File: src/rtl/otter_mmio_uart_tx.sv
// Memory-mapped 8N1 UART transmitter for the OTTER IO bus.
// Writes to DATA_ADDR queue bytes in a FIFO; STATUS_ADDR reads back busy/full/overflow/empty/count.
module otter_mmio_uart_tx #(
   parameter int unsigned CLK_HZ      = 50_000_000,
   parameter int unsigned BAUD        = 115200,
   parameter int unsigned FIFO_DEPTH  = 16,
   parameter logic [31:0] DATA_ADDR   = 32'h1100_0040,
   parameter logic [31:0] STATUS_ADDR = 32'h1100_0044
) (
   input  logic        CLK,
   input  logic        RST_N,
   input  logic [31:0] IO_ADDR,
   input  logic [31:0] IO_WR_DATA,
   input  logic        IO_WR,
   output logic [31:0] IO_RD_DATA,
   output logic        TX,
   output logic        TX_BUSY
);

   localparam int unsigned DIV = CLK_HZ / BAUD;
   localparam int unsigned BW  = (DIV > 1) ? $clog2(DIV) : 1;
   localparam int unsigned AW  = $clog2(FIFO_DEPTH);
   localparam int unsigned CW  = AW + 1;
   localparam logic [BW-1:0] BAUD_LAST  = BW'(DIV - 1);
   localparam logic [CW-1:0] COUNT_FULL = CW'(FIFO_DEPTH);

   typedef enum logic [1:0] {IDLE, START, DATA, STOP} state_t;

   state_t        state;
   logic [BW-1:0] baud_cnt;
   logic [2:0]    bit_idx;
   logic [7:0]    shreg;
   logic          tx_q;

   logic [7:0]    mem [FIFO_DEPTH];
   logic [AW-1:0] rd_ptr;
   logic [AW-1:0] wr_ptr;
   logic [CW-1:0] count;
   logic          overflow;

   logic full, empty, cell_end, pop, push_req, push, ovf_evt, clr_req;
   logic [8:0] count_ext;
   logic       unused_wr_bits;

   assign full      = (count == COUNT_FULL);
   assign empty     = (count == '0);
   assign cell_end  = (baud_cnt == BAUD_LAST);
   // The serialiser pops either from idle or on the last cycle of a stop bit.
   assign pop       = !empty && ((state == IDLE) || ((state == STOP) && cell_end));
   assign push_req  = IO_WR && (IO_ADDR == DATA_ADDR);
   assign push      = push_req && (!full || pop);
   assign ovf_evt   = push_req && !push;
   assign clr_req   = IO_WR && (IO_ADDR == STATUS_ADDR) && IO_WR_DATA[2];
   assign count_ext = 9'(count);
   assign unused_wr_bits = ^IO_WR_DATA[31:8];

   // NOTE: the byte storage is deliberately not reset; count/pointers define validity,
   // and keeping it out of the reset tree lets it map onto plain RAM.
   // When full with a simultaneous pop, wr_ptr==rd_ptr: the pop sees the old byte,
   // the push overwrites the slot at the same edge.
   always_ff @(posedge CLK) begin
      if (push) mem[wr_ptr] <= IO_WR_DATA[7:0];
   end

   always_ff @(posedge CLK or negedge RST_N) begin
      if (!RST_N) begin
         rd_ptr   <= '0;
         wr_ptr   <= '0;
         count    <= '0;
         overflow <= 1'b0;
      end else begin
         if (push) wr_ptr <= wr_ptr + AW'(1);
         if (pop)  rd_ptr <= rd_ptr + AW'(1);
         case ({push, pop})
            2'b10:   count <= count + CW'(1);
            2'b01:   count <= count - CW'(1);
            default: count <= count;
         endcase
         if (ovf_evt)      overflow <= 1'b1;
         else if (clr_req) overflow <= 1'b0;
      end
   end

   always_ff @(posedge CLK or negedge RST_N) begin
      if (!RST_N) begin
         state    <= IDLE;
         baud_cnt <= '0;
         bit_idx  <= '0;
         shreg    <= '0;
         tx_q     <= 1'b1;
      end else begin
         case (state)
            IDLE: begin
               tx_q <= 1'b1;
               if (pop) begin
                  shreg    <= mem[rd_ptr];
                  baud_cnt <= '0;
                  state    <= START;
                  tx_q     <= 1'b0;
               end
            end
            START: begin
               if (cell_end) begin
                  baud_cnt <= '0;
                  bit_idx  <= '0;
                  state    <= DATA;
                  tx_q     <= shreg[0];
               end else begin
                  baud_cnt <= baud_cnt + BW'(1);
               end
            end
            DATA: begin
               if (cell_end) begin
                  baud_cnt <= '0;
                  if (bit_idx == 3'd7) begin
                     state <= STOP;
                     tx_q  <= 1'b1;
                  end else begin
                     bit_idx <= bit_idx + 3'd1;
                     tx_q    <= shreg[bit_idx + 3'd1];
                  end
               end else begin
                  baud_cnt <= baud_cnt + BW'(1);
               end
            end
            STOP: begin
               if (cell_end) begin
                  baud_cnt <= '0;
                  if (pop) begin
                     shreg <= mem[rd_ptr];
                     state <= START;
                     tx_q  <= 1'b0;
                  end else begin
                     state <= IDLE;
                     tx_q  <= 1'b1;
                  end
               end else begin
                  baud_cnt <= baud_cnt + BW'(1);
               end
            end
            default: begin
               state <= IDLE;
               tx_q  <= 1'b1;
            end
         endcase
      end
   end

   assign TX      = tx_q;
   assign TX_BUSY = (state != IDLE) || !empty;

   always_comb begin
      IO_RD_DATA = '0;
      if (IO_ADDR == STATUS_ADDR)
         IO_RD_DATA = {19'b0, count_ext, empty, overflow, full, TX_BUSY};
   end

endmodule
File: config.mk
export PLATFORM = sky130hd
export DESIGN_NAME = otter_mmio_uart_tx
export DESIGN_NICKNAME = d
export VERILOG_FILES = /design/src/rtl/otter_mmio_uart_tx.sv
export SDC_FILE = /design/constraint.sdc
export NUM_CORES = 1
export LEC_CHECK = 0
export ABC_AREA = 1
export BUFFER_PORTS_ARGS = -buffer_cell sky130_fd_sc_hd__buf_4
export CORE_ASPECT_RATIO = 1.2
export CORE_UTILIZATION = 28
export DETAILED_ROUTE_END_ITERATION = 7
export GPL_ROUTABILITY_DRIVEN = 0
export MAX_ROUTING_LAYER = met4
export PLACE_DENSITY_LB_ADDON = 0.3
export SYNTH_ARGS = -nofsm -noshare
export SYNTH_HDL_FRONTEND = slang
export SYNTH_SLANG_ARGS = --single-unit
File: constraint.sdc
create_clock -name CLK -period 4 [get_ports CLK]
set_input_delay 0.2 -clock CLK [delete_from_list [all_inputs] [get_ports CLK]]
set_output_delay 0.2 -clock CLK [all_outputs]
set_load 0.01 [all_outputs]
==> summary.txt <==
Power and ir drop
  – Leak: 3.576 nW
  – Worst VDD drop: 257.1 µV
  – Design Power: about 3.6 mW
  – PwrDens: approximately 390 nW/µm²

Placed design
  – HPWL Detailed: 11510 µm
  – Placed cell area: 8681 µm²
  – PortBufs: 53

Worst hold path
  – HP Class: in2reg
  – Hold_sp: IO_WR

Run
  – Number of max-cap violations: 0

STA
  – RSZ-0062 raised after global routing: no
  – Max Fclk: 365.5 MHz
  – Max-slew headroom: 0.2880
  – Final setup viols: 0
  – Slew Limit Fails: 0
  – Setup Skew: 0.01124 ns
  – Final Hold Viols: 0
  – Final worst path period share: 0.6840
  – Crit path time final: 2.736 ns
  – Worst slew pin tran: ~1.1 ns
  – Post-route setup TNS: 0 ns

Clock tree
  – Reg clk slew, reported paths: 0.07 ns
  – H-tree Lvls: 4
  – Sink Count: 165
  – Num CTS Buffers: 17
  – Post_cts resized: 0
  – Cts hold-fix bufs: 1
  – Post-CTS Setup Inserts: 0
  – Skew-Pair Late Insertion Delay: approximately 0.42 ns
  – CTS tree: done
  – Max Root-Sink Buffers: 2
  – Clock Tree Root: clkbuf_16

Global routing
  – Overall routing resource usage: 0.1317
  – Vias in the first global route: ~5400
  – GR Overflow Total: 0
  – Initial antenna violation count: 0
  – First-pass GRT wire length: 28190 µm
  – Largest net degree at the start of global routing: 66

Synthesis
  – Synth Register Bits: 165
  – Area leader, netlist: edfxtp_1
  – Most frequent cell after synthesis: nor2_1
  – Top FF cell, synth: edfxtp_1
  – EDFF count, synth: 128
  – Synth top area share: 0.4848
  – Post-synthesis async set-or-reset flop share: 0.2242
  – Seq/Total Area, Yosys: 0.6017
  – Main area contributors after synthesis: edfxtp_1, dfrtp_1, nor2_1
  – Yosys cell types: 41
  – Mapped Cells: 807
  – Number of synthesis warnings: 0
  – Post-synth top cells: nor2_1, nand2_1, edfxtp_1
  – Syn Area/Cell: around 9.8 µm²
  – Synthesized area: 7929 µm²

Floorplanning
  – Die X: approximately 160 µm
  – Die area: 29000 µm²
  – Die height: around 190 µm
  – Rows: 67
  – Top Ports: ~100
  – Core area: 27920 µm²
  – Initial core utilization: 0.2840

Routing
  – Final ANT Viol Nets: 0
  – Wirelength, routed: 17720 µm
  – Wire length per cell: 14.11 µm
  – DR vias: 5575
  – Initial drt markers: 234
  – Residual DRC: 0
  – Vias per cell: between 4 and 5
  – DR pass1 iterations: 4

Setup path
  – Crit end category: flip-flop
  – CP startpoint kind: flip-flop
  – Crit Path Max Fanout: 18
  – R2R Path Start: state[0]
  – Worst Path Required: between 4 and 5 ns
  – Critical path arrival: just over 3 ns
  – WS Path Type: reg2reg
  – CP Launch Point: state[0]

Cells and area
  – Final instance area: roughly 9300 µm²
  – Fillers: 2891
  – Layout Nets: 949
  – # diodes: 0
  – Area of the multi-input gates: about 2700 µm²
  – Register Area: 4772 µm²
  – Final core utilization: 0.3327
  – Area Overhead vs Synth: 17.14%
  – Share of layout cells above drive strength 1: 0.1494

Status
  – Outcome: completed
## flip-flops by register name, summed over array words and instances, names as in the netlist
signal    cells
overflow      1
count         5
mem         128
bit_idx       3
shreg         8
wr_ptr        4
baud_cnt      9
rd_ptr        4
TX            1
state         2
## through the flow
| step | std cells | setup WS [ns] | hold WS (ns) |
|---|---|---|---|
| floorplan | 829 | 1.542 | -0.09559 |
| finish | 1256 | 1.264 | 0.08200 |
| CTS | 1256 | 1.226 | 0.06294 |
| global route | 1256 | 1.012 | 0.06979 |
| global placement | 1224 | 1.287 | 0.2120 |
| detailed placement | 1224 | 1.257 | 0.2108 |
## worst max-delay path: stages, from the launching register on
cell     delay [ns]
dfrtp_1        0.41
inv_1          0.10
ha_1           0.26
inv_1          0.18
nand3_4        0.15
nand2_4        0.23
ha_1           0.34
xor2_1         0.22
ha_1           0.17
a21oi_1        0.05
nor2_1         0.15
nand2_1        0.07
nand2_1        0.08
xor2_1         0.14
nand2_1        0.06
nand2_1        0.06
## cells in the final DEF, fill, tap and decap left out, types with 3 or more instances in the layout
cell type / n
o21ai_1: 6
conb_1: 23
buf_4: 68
inv_6: 3
clkbuf_16: 17
nor3_1: 16
nor2_2: 5
xor2_1: 10
nor3_2: 4
nand3_1: 71
a21oi_1: 5
inv_1: 43
inv_2: 7
xnor2_1: 3
dfrtp_1: 35
edfxtp_1: 128
nand4_1: 5
ha_1: 17
nor2_1: 157
nand2_1: 147
nor2_4: 3
inv_8: 3
nand3b_1: 3
clkinv_4: 4
nand2_2: 3
o21ai_0: 63
o22ai_1: 6
## final timing paths
path                               to  slack (ns)  cells after the start
min in group asynchronous  bit_idx[0]        0.30                      2
hold reg to reg                    TX        0.47                      2
setup / recovery             count[4]        1.26                     15
max in group asynchronous   rd_ptr[0]        3.33                      2
hold / removal              wr_ptr[3]        0.08                      3
setup reg to reg             count[4]        1.26                     15
## power by group
group / internal [mW] / total (mW) / switching, mW
Sequential: 1.85 / 1.85 / 0.00000000121
Combinational: 0.0314 / 0.0844 / 0.0530
Clock: 0.938 / 1.65 / 0.710
Total: 2.82 / 3.58 / 0.763
## layout make-up
class                           instances  share of cell area
Inverter                               53             0.02331
Sequential cell                       165              0.5138
Timing Repair Buffer                   69             0.05604
Clock buffer                           17             0.04580
Multi-Input combinational cell        559              0.2915
Clock inverter                         14             0.01846
Tap cell                              379             0.05106
## metal layers
layer	track usage	up-vias	share of wire
li1	-	2777	-
met1	0.1458	2660	0.42
met2	0.2330	113	0.53
met3	0.01881	25	0.026
met4	0.05769	0	0.022
met5	-	-	0
## logic make-up after synthesis
logic type | synth area share
AND/OR/NAND/NOR | 0.2347
flip-flops | 0.6017
buffers and inverters | 0.06786
AO/OA/AOI/OAI | 0.05413
adder cells (fa/ha/maj) | 0.02683
XOR/XNOR | 0.01436
other | 0.0004730
Note: power is estimated with default switching activity, not from simulation.
